**config.mk**
```make
export PLATFORM = sky130hd
export DESIGN_NAME = multi_debouncer
export DESIGN_NICKNAME = d
export VERILOG_FILES = /design/src/rtl/multi_debouncer.sv
export SDC_FILE = /design/constraint.sdc
export NUM_CORES = 1
export LEC_CHECK = 0
export ABC_AREA = 1
export BUFFER_PORTS_ARGS = -buffer_cell sky130_fd_sc_hd__clkbuf_2
export CAP_MARGIN = 10
export CORE_MARGIN = 3
export CORE_UTILIZATION = 62
export DETAILED_ROUTE_END_ITERATION = 6
export PLACE_DENSITY = 0.94
export SLEW_MARGIN = 5
export SYNTH_ARGS = -nofsm -noshare
export SYNTH_HDL_FRONTEND = slang
export SYNTH_SLANG_ARGS = --single-unit
```
**constraint.sdc**
```tcl
create_clock -name clk -period 3.7 [get_ports clk]
set_input_delay 0.185 -clock clk [delete_from_list [all_inputs] [get_ports clk]]
set_output_delay 0.185 -clock clk [all_outputs]
set_load 0.02 [all_outputs]
```
**src/rtl/multi_debouncer.sv**
```systemverilog
// NCH-channel button debouncer: 2-flop synchroniser, per-channel confirm FSM, edge pulses.
// Define LONG_PRESS_EN to build the per-channel long-press detector; otherwise long_press is 0.
module multi_debouncer #(
  parameter int NCH       = 4,
  parameter int N         = 50,
  parameter bit HOLD_MODE = 1'b1,
  parameter int LONG_N    = 1000
) (
  input  logic           clk,
  input  logic           rst_n,
  input  logic [NCH-1:0] btn,
  input  logic [NCH-1:0] done,
  output logic [NCH-1:0] btn_db,
  output logic [NCH-1:0] press_pulse,
  output logic [NCH-1:0] release_pulse,
  output logic [NCH-1:0] long_press
);

  localparam int            CW      = $clog2(N + 1);
  localparam logic [CW-1:0] CNT_MAX = CW'(N);
  localparam logic [CW-1:0] CNT_ONE = CW'(1);

  if (NCH < 1 || N < 1 || LONG_N < 1) begin : g_bad_params
    $error("multi_debouncer: NCH, N and LONG_N must all be >= 1");
  end

  // state           | meaning
  // IDLE            | released, waiting for s=1
  // CONFIRM_PRESS   | counting consecutive s=1 samples
  // HELD            | press confirmed (hold mode: waiting for done)
  // CONFIRM_RELEASE | counting consecutive s=0 samples
  typedef enum logic [1:0] {
    IDLE            = 2'd0,
    CONFIRM_PRESS   = 2'd1,
    HELD            = 2'd2,
    CONFIRM_RELEASE = 2'd3
  } state_e;

  logic [NCH-1:0] sync1_q, sync2_q;

  always_ff @(posedge clk or negedge rst_n) begin
    if (!rst_n) begin
      sync1_q <= '0;
      sync2_q <= '0;
    end else begin
      sync1_q <= btn;
      sync2_q <= sync1_q;
    end
  end

`ifdef LONG_PRESS_EN
  localparam int            LW      = $clog2(LONG_N + 1);
  localparam logic [LW-1:0] LNG_MAX = LW'(LONG_N);
  localparam logic [LW-1:0] LNG_HIT = LW'(LONG_N - 1);

  if (LONG_N <= N) begin : g_bad_long_n
    $error("multi_debouncer: LONG_N must be greater than N");
  end
`endif

  for (genvar i = 0; i < NCH; i++) begin : g_ch
    state_e        state_q;
    logic [CW-1:0] cnt_q;
    logic          db_q, pp_q, rp_q;
    logic          s;

    assign s                = sync2_q[i];
    assign btn_db[i]        = db_q;
    assign press_pulse[i]   = pp_q;
    assign release_pulse[i] = rp_q;

    always_ff @(posedge clk or negedge rst_n) begin
      if (!rst_n) begin
        state_q <= IDLE;
        cnt_q   <= '0;
        db_q    <= 1'b0;
        pp_q    <= 1'b0;
        rp_q    <= 1'b0;
      end else begin
        pp_q <= 1'b0;
        rp_q <= 1'b0;
        case (state_q)
          IDLE: begin
            cnt_q <= '0;
            if (s) begin
              state_q <= CONFIRM_PRESS;
              cnt_q   <= CNT_ONE;
            end
          end
          CONFIRM_PRESS: begin
            if (!s) begin
              state_q <= IDLE;
              cnt_q   <= '0;
            end else if (cnt_q == CNT_MAX) begin
              state_q <= HELD;
              cnt_q   <= '0;
              db_q    <= 1'b1;
              pp_q    <= 1'b1;
            end else begin
              cnt_q <= cnt_q + 1'b1;
            end
          end
          HELD: begin
            cnt_q <= '0;
            if (HOLD_MODE) begin
              if (done[i]) begin
                state_q <= CONFIRM_RELEASE;
                db_q    <= 1'b0;
                rp_q    <= 1'b1;
              end
            end else if (!s) begin
              state_q <= CONFIRM_RELEASE;
              cnt_q   <= CNT_ONE;
            end
          end
          CONFIRM_RELEASE: begin
            if (!s) begin
              if (cnt_q == CNT_MAX) begin
                state_q <= IDLE;
                cnt_q   <= '0;
                if (!HOLD_MODE) begin
                  db_q <= 1'b0;
                  rp_q <= 1'b1;
                end
              end else begin
                cnt_q <= cnt_q + 1'b1;
              end
            end else begin
              // Hold mode stays here so a still-held button cannot re-trigger after done.
              cnt_q <= '0;
              if (!HOLD_MODE) state_q <= HELD;
            end
          end
          default: begin
            state_q <= IDLE;
            cnt_q   <= '0;
          end
        endcase
      end
    end

`ifdef LONG_PRESS_EN
    logic [LW-1:0] hcnt_q;
    logic          armed_q, lp_q;

    assign long_press[i] = lp_q;

    always_ff @(posedge clk or negedge rst_n) begin
      if (!rst_n) begin
        hcnt_q  <= '0;
        armed_q <= 1'b0;
        lp_q    <= 1'b0;
      end else begin
        lp_q <= 1'b0;
        if (state_q == CONFIRM_PRESS && s && cnt_q == CNT_MAX) begin
          hcnt_q  <= '0;
          armed_q <= 1'b1;
        end else if (state_q == HELD || state_q == CONFIRM_RELEASE) begin
          if (armed_q) begin
            if (!s) begin
              hcnt_q  <= '0;
              armed_q <= 1'b0;
            end else if (hcnt_q == LNG_HIT) begin
              hcnt_q  <= LNG_MAX;
              armed_q <= 1'b0;
              lp_q    <= 1'b1;
            end else begin
              hcnt_q <= hcnt_q + 1'b1;
            end
          end
        end else begin
          hcnt_q  <= '0;
          armed_q <= 1'b0;
        end
      end
    end
`endif
  end

`ifndef LONG_PRESS_EN
  assign long_press = '0;
`endif

endmodule
```
==> metrics.txt <==
Area Overhead vs Synth 8.04%; initial antenna violation count 0; met2 Resource Use GR 0.333; Slowest-stage cell, CP dfrtp_1; grt total ovfl 0; critical path class flop to flop; VDD IR max 278 uV; filler cell count 276; clock latency on the worst-skew pair 0.30 ns; crit path cell chain inv_1 -> ha_1 -> nand3_2 -> a21oi_2 -> nand3_1 -> nor2b_1; DP HPWL 2970 um; Remaining DRCs 0; vias in the first global route 1,664; DR iter-0 viols 87; failing checks negative hold slack; post_cts resized 0; die height 68.8 um; Die Area 4730 um2; Main synth FF type dfrtp_1; Worst Slack Setup Final 2.38 ns; Yosys Warn Count 0; CTS Buf Count 5; status finished with violations; Vias 1,710; setup TNS 0 ns; worst path bufs/invs 1; Worst slew margin 0.583; gr usage total 0.194; Setup Skew 0.00639 ns; Core Region 3740 um2; CP top delay family flip-flops; Hold WS -0.00757 ns; ys async rst share 1.00; GRT busiest layer met2; register area share after synthesis 0.533; final worst path period share 0.357; GPL Wtd Cong 0.819; Hold Vio Cnt, Final 45; pre-CTS setup slack 2.38 ns; PortBufs 21; Starting Density 0.653; P_leak 1.34 nW; largest net degree at the start of global routing 53; met1 Resource Use GR 0.226; TritonCTS Sinks 52; H-Tree Level Count 2; Die X 68.8 um; Cells after Synth 262; Final Setup Violations 0; CTS max path bufs 2; worst r2r src g_ch[0].cnt_q[0]$_DFF_PN0_; Cell Area, Synth 2440 um2; Routed WL 3950 um; first-pass GRT wire length 6800 um; fmax 0.758 GHz; RSZ-0062 raised after global routing no; Rows 22; Root Buffer clkbuf_8; mean area per synthesized cell 9.33 um2; number of diodes 0; # IOs 26; Pwr per Cell Area 518 nW/um2; Clock transition at path regs 0.09 ns; EDFF count, synth 0; CTS tree yes; met3 Resource Use GR 0.0470; post-synthesis sequential element count 52; Worst Tran Pin Value 0.625 ns; Worst Setup Start Kind flop; iteration count of the initial detailed-routing pass 5; Slowest Stage Delay on Critical Path 0.42 ns; Max Cap Viol 0; Slew Viols, Final 0; Setup crit end kind flop; Distinct cells, synth 30; layout cells sized above 1 0.180; Via-to-Cell Ratio 5.17; final net count 300; Antenna Nets Post-Route 0; Period minus WS final 1.32 ns; critical path arrival 1.51 ns; critical path launch point g_ch[0].cnt_q[0]$_DFF_PN0_; Required @ worst endpoint 3.89 ns; largest fanout on the critical path 4; Tightest Hold Check Type input pin to async pin; routed len/inst 11.9 um
==> path summary, 6_finish.rpt <==
| check | end | slack [ns] | depth (start not counted) |
|---|---|---|---|
| worst max register to register | g_ch[0].state_q[0]$_DFFE_PN0P_ | 2.38 | 6 |
| worst max-delay path | g_ch[0].state_q[0]$_DFFE_PN0P_ | 2.38 | 6 |
| worst min-delay path | g_ch[3].cnt_q[2]$_DFF_PN0_ | -0.008 | 2 |
| min in group clk | g_ch[0].rp_q$_DFF_PN0_ | 0.12 | 3 |
| max in group asynchronous | g_ch[0].db_q$_DFFE_PN0P_ | 3.30 | 2 |
| worst min register to register | sync2_q[2]$_DFF_PN0_ | 0.35 | 0 |
==> repair_timing <==
item | 4_1_cts | 5_1_grt
hold buffers | 4 | 0
endpoints found under the setup margin | 0 | 0
hold endpoints to repair | 4 | 0
setup buffers | 0 | 0
==> stage by stage <==
step	instance area, um2	instances	power, mW	hold WS, ns	util
4_1_cts	2640	331	1.38	0.00625	0.705
5_1_grt	2640	331	1.47	0.0390	0.705
6_report	2640	331	1.37	-0.00757	0.705
3_3_place_gp	2510	319	1.03	0.293	0.670
3_5_place_dp	2510	319	1.06	0.295	0.670
2_1_floorplan	2450	265	0.976	-0.111	-
==> layout by cell type, fill, tap and decap left out, drive strengths merged, types with 4 or more instances in the layout <==
cell          n
a21oi         7
inv          38
xor2          7
nand2        42
clkbuf       27
dlygate4sd3   4
nand3        17
xnor2         5
nand4         6
ha            8
o21ai        13
dfrtp        52
nor2         35
nor3          4
conb          4
==> area by class of cell <==
type,instances,area [um2],area share
clock buffers,6,82.6,0.0313
clock inverters,2,10.0,0.00379
inverters,38,143,0.0540
multi-input cells,159,891,0.337
flip-flops and latches,52,1300,0.493
well taps,48,60.1,0.0227
repair buffers,26,153,0.0578
==> per-layer routing <==
metal,vias up,routed length [um]
li1,847,-
met1,818,1700
met2,34,2010
met5,-,0
met3,11,161
met4,0,85
==> where the power goes <==
| part | internal (mW) | switching, mW |
|---|---|---|
| registers | 0.643 | 0.0865 |
| logic | 0.120 | 0.199 |
| clock network | 0.149 | 0.170 |
==> kinds of logic after synthesis <==
| logic type | count (synthesis) | share of synthesized area |
|---|---|---|
| compound gates | 25 | 0.0625 |
| xor+xnor | 12 | 0.0430 |
| fa+ha+maj | 8 | 0.0410 |
| buf+inv | 54 | 0.108 |
| flops | 52 | 0.533 |
| other cells | 1 | 0.00153 |
| simple gates | 110 | 0.212 |
==> registers in the layout, summed over array words and instances, names as in the netlist, named ones only <==
| signal | flops |
|---|---|
| g_ch.state_q | 4 |
| sync1_q | 4 |
| g_ch.cnt_q | 24 |
| g_ch.db_q | 4 |
| g_ch.rp_q | 4 |
| g_ch.pp_q | 4 |
| sync2_q | 4 |
==> Yosys cell counts, drive strengths merged (2+ instances only) <==
library cell   n  area [um2]
nand4          6        37.5
nor2          35         146
buf           16         120
o21ai         13        76.3
nand3         17         100
nand2         42         158
ha             8         100
nor3           4        30.0
xnor2          5        43.8
dfrtp         52        1300
nor2b          2        12.5
a21oi          7        38.8
inv           38         143
nand3b         2        15.0
xor2           7        61.3
Power figures use the tool's default switching activity.
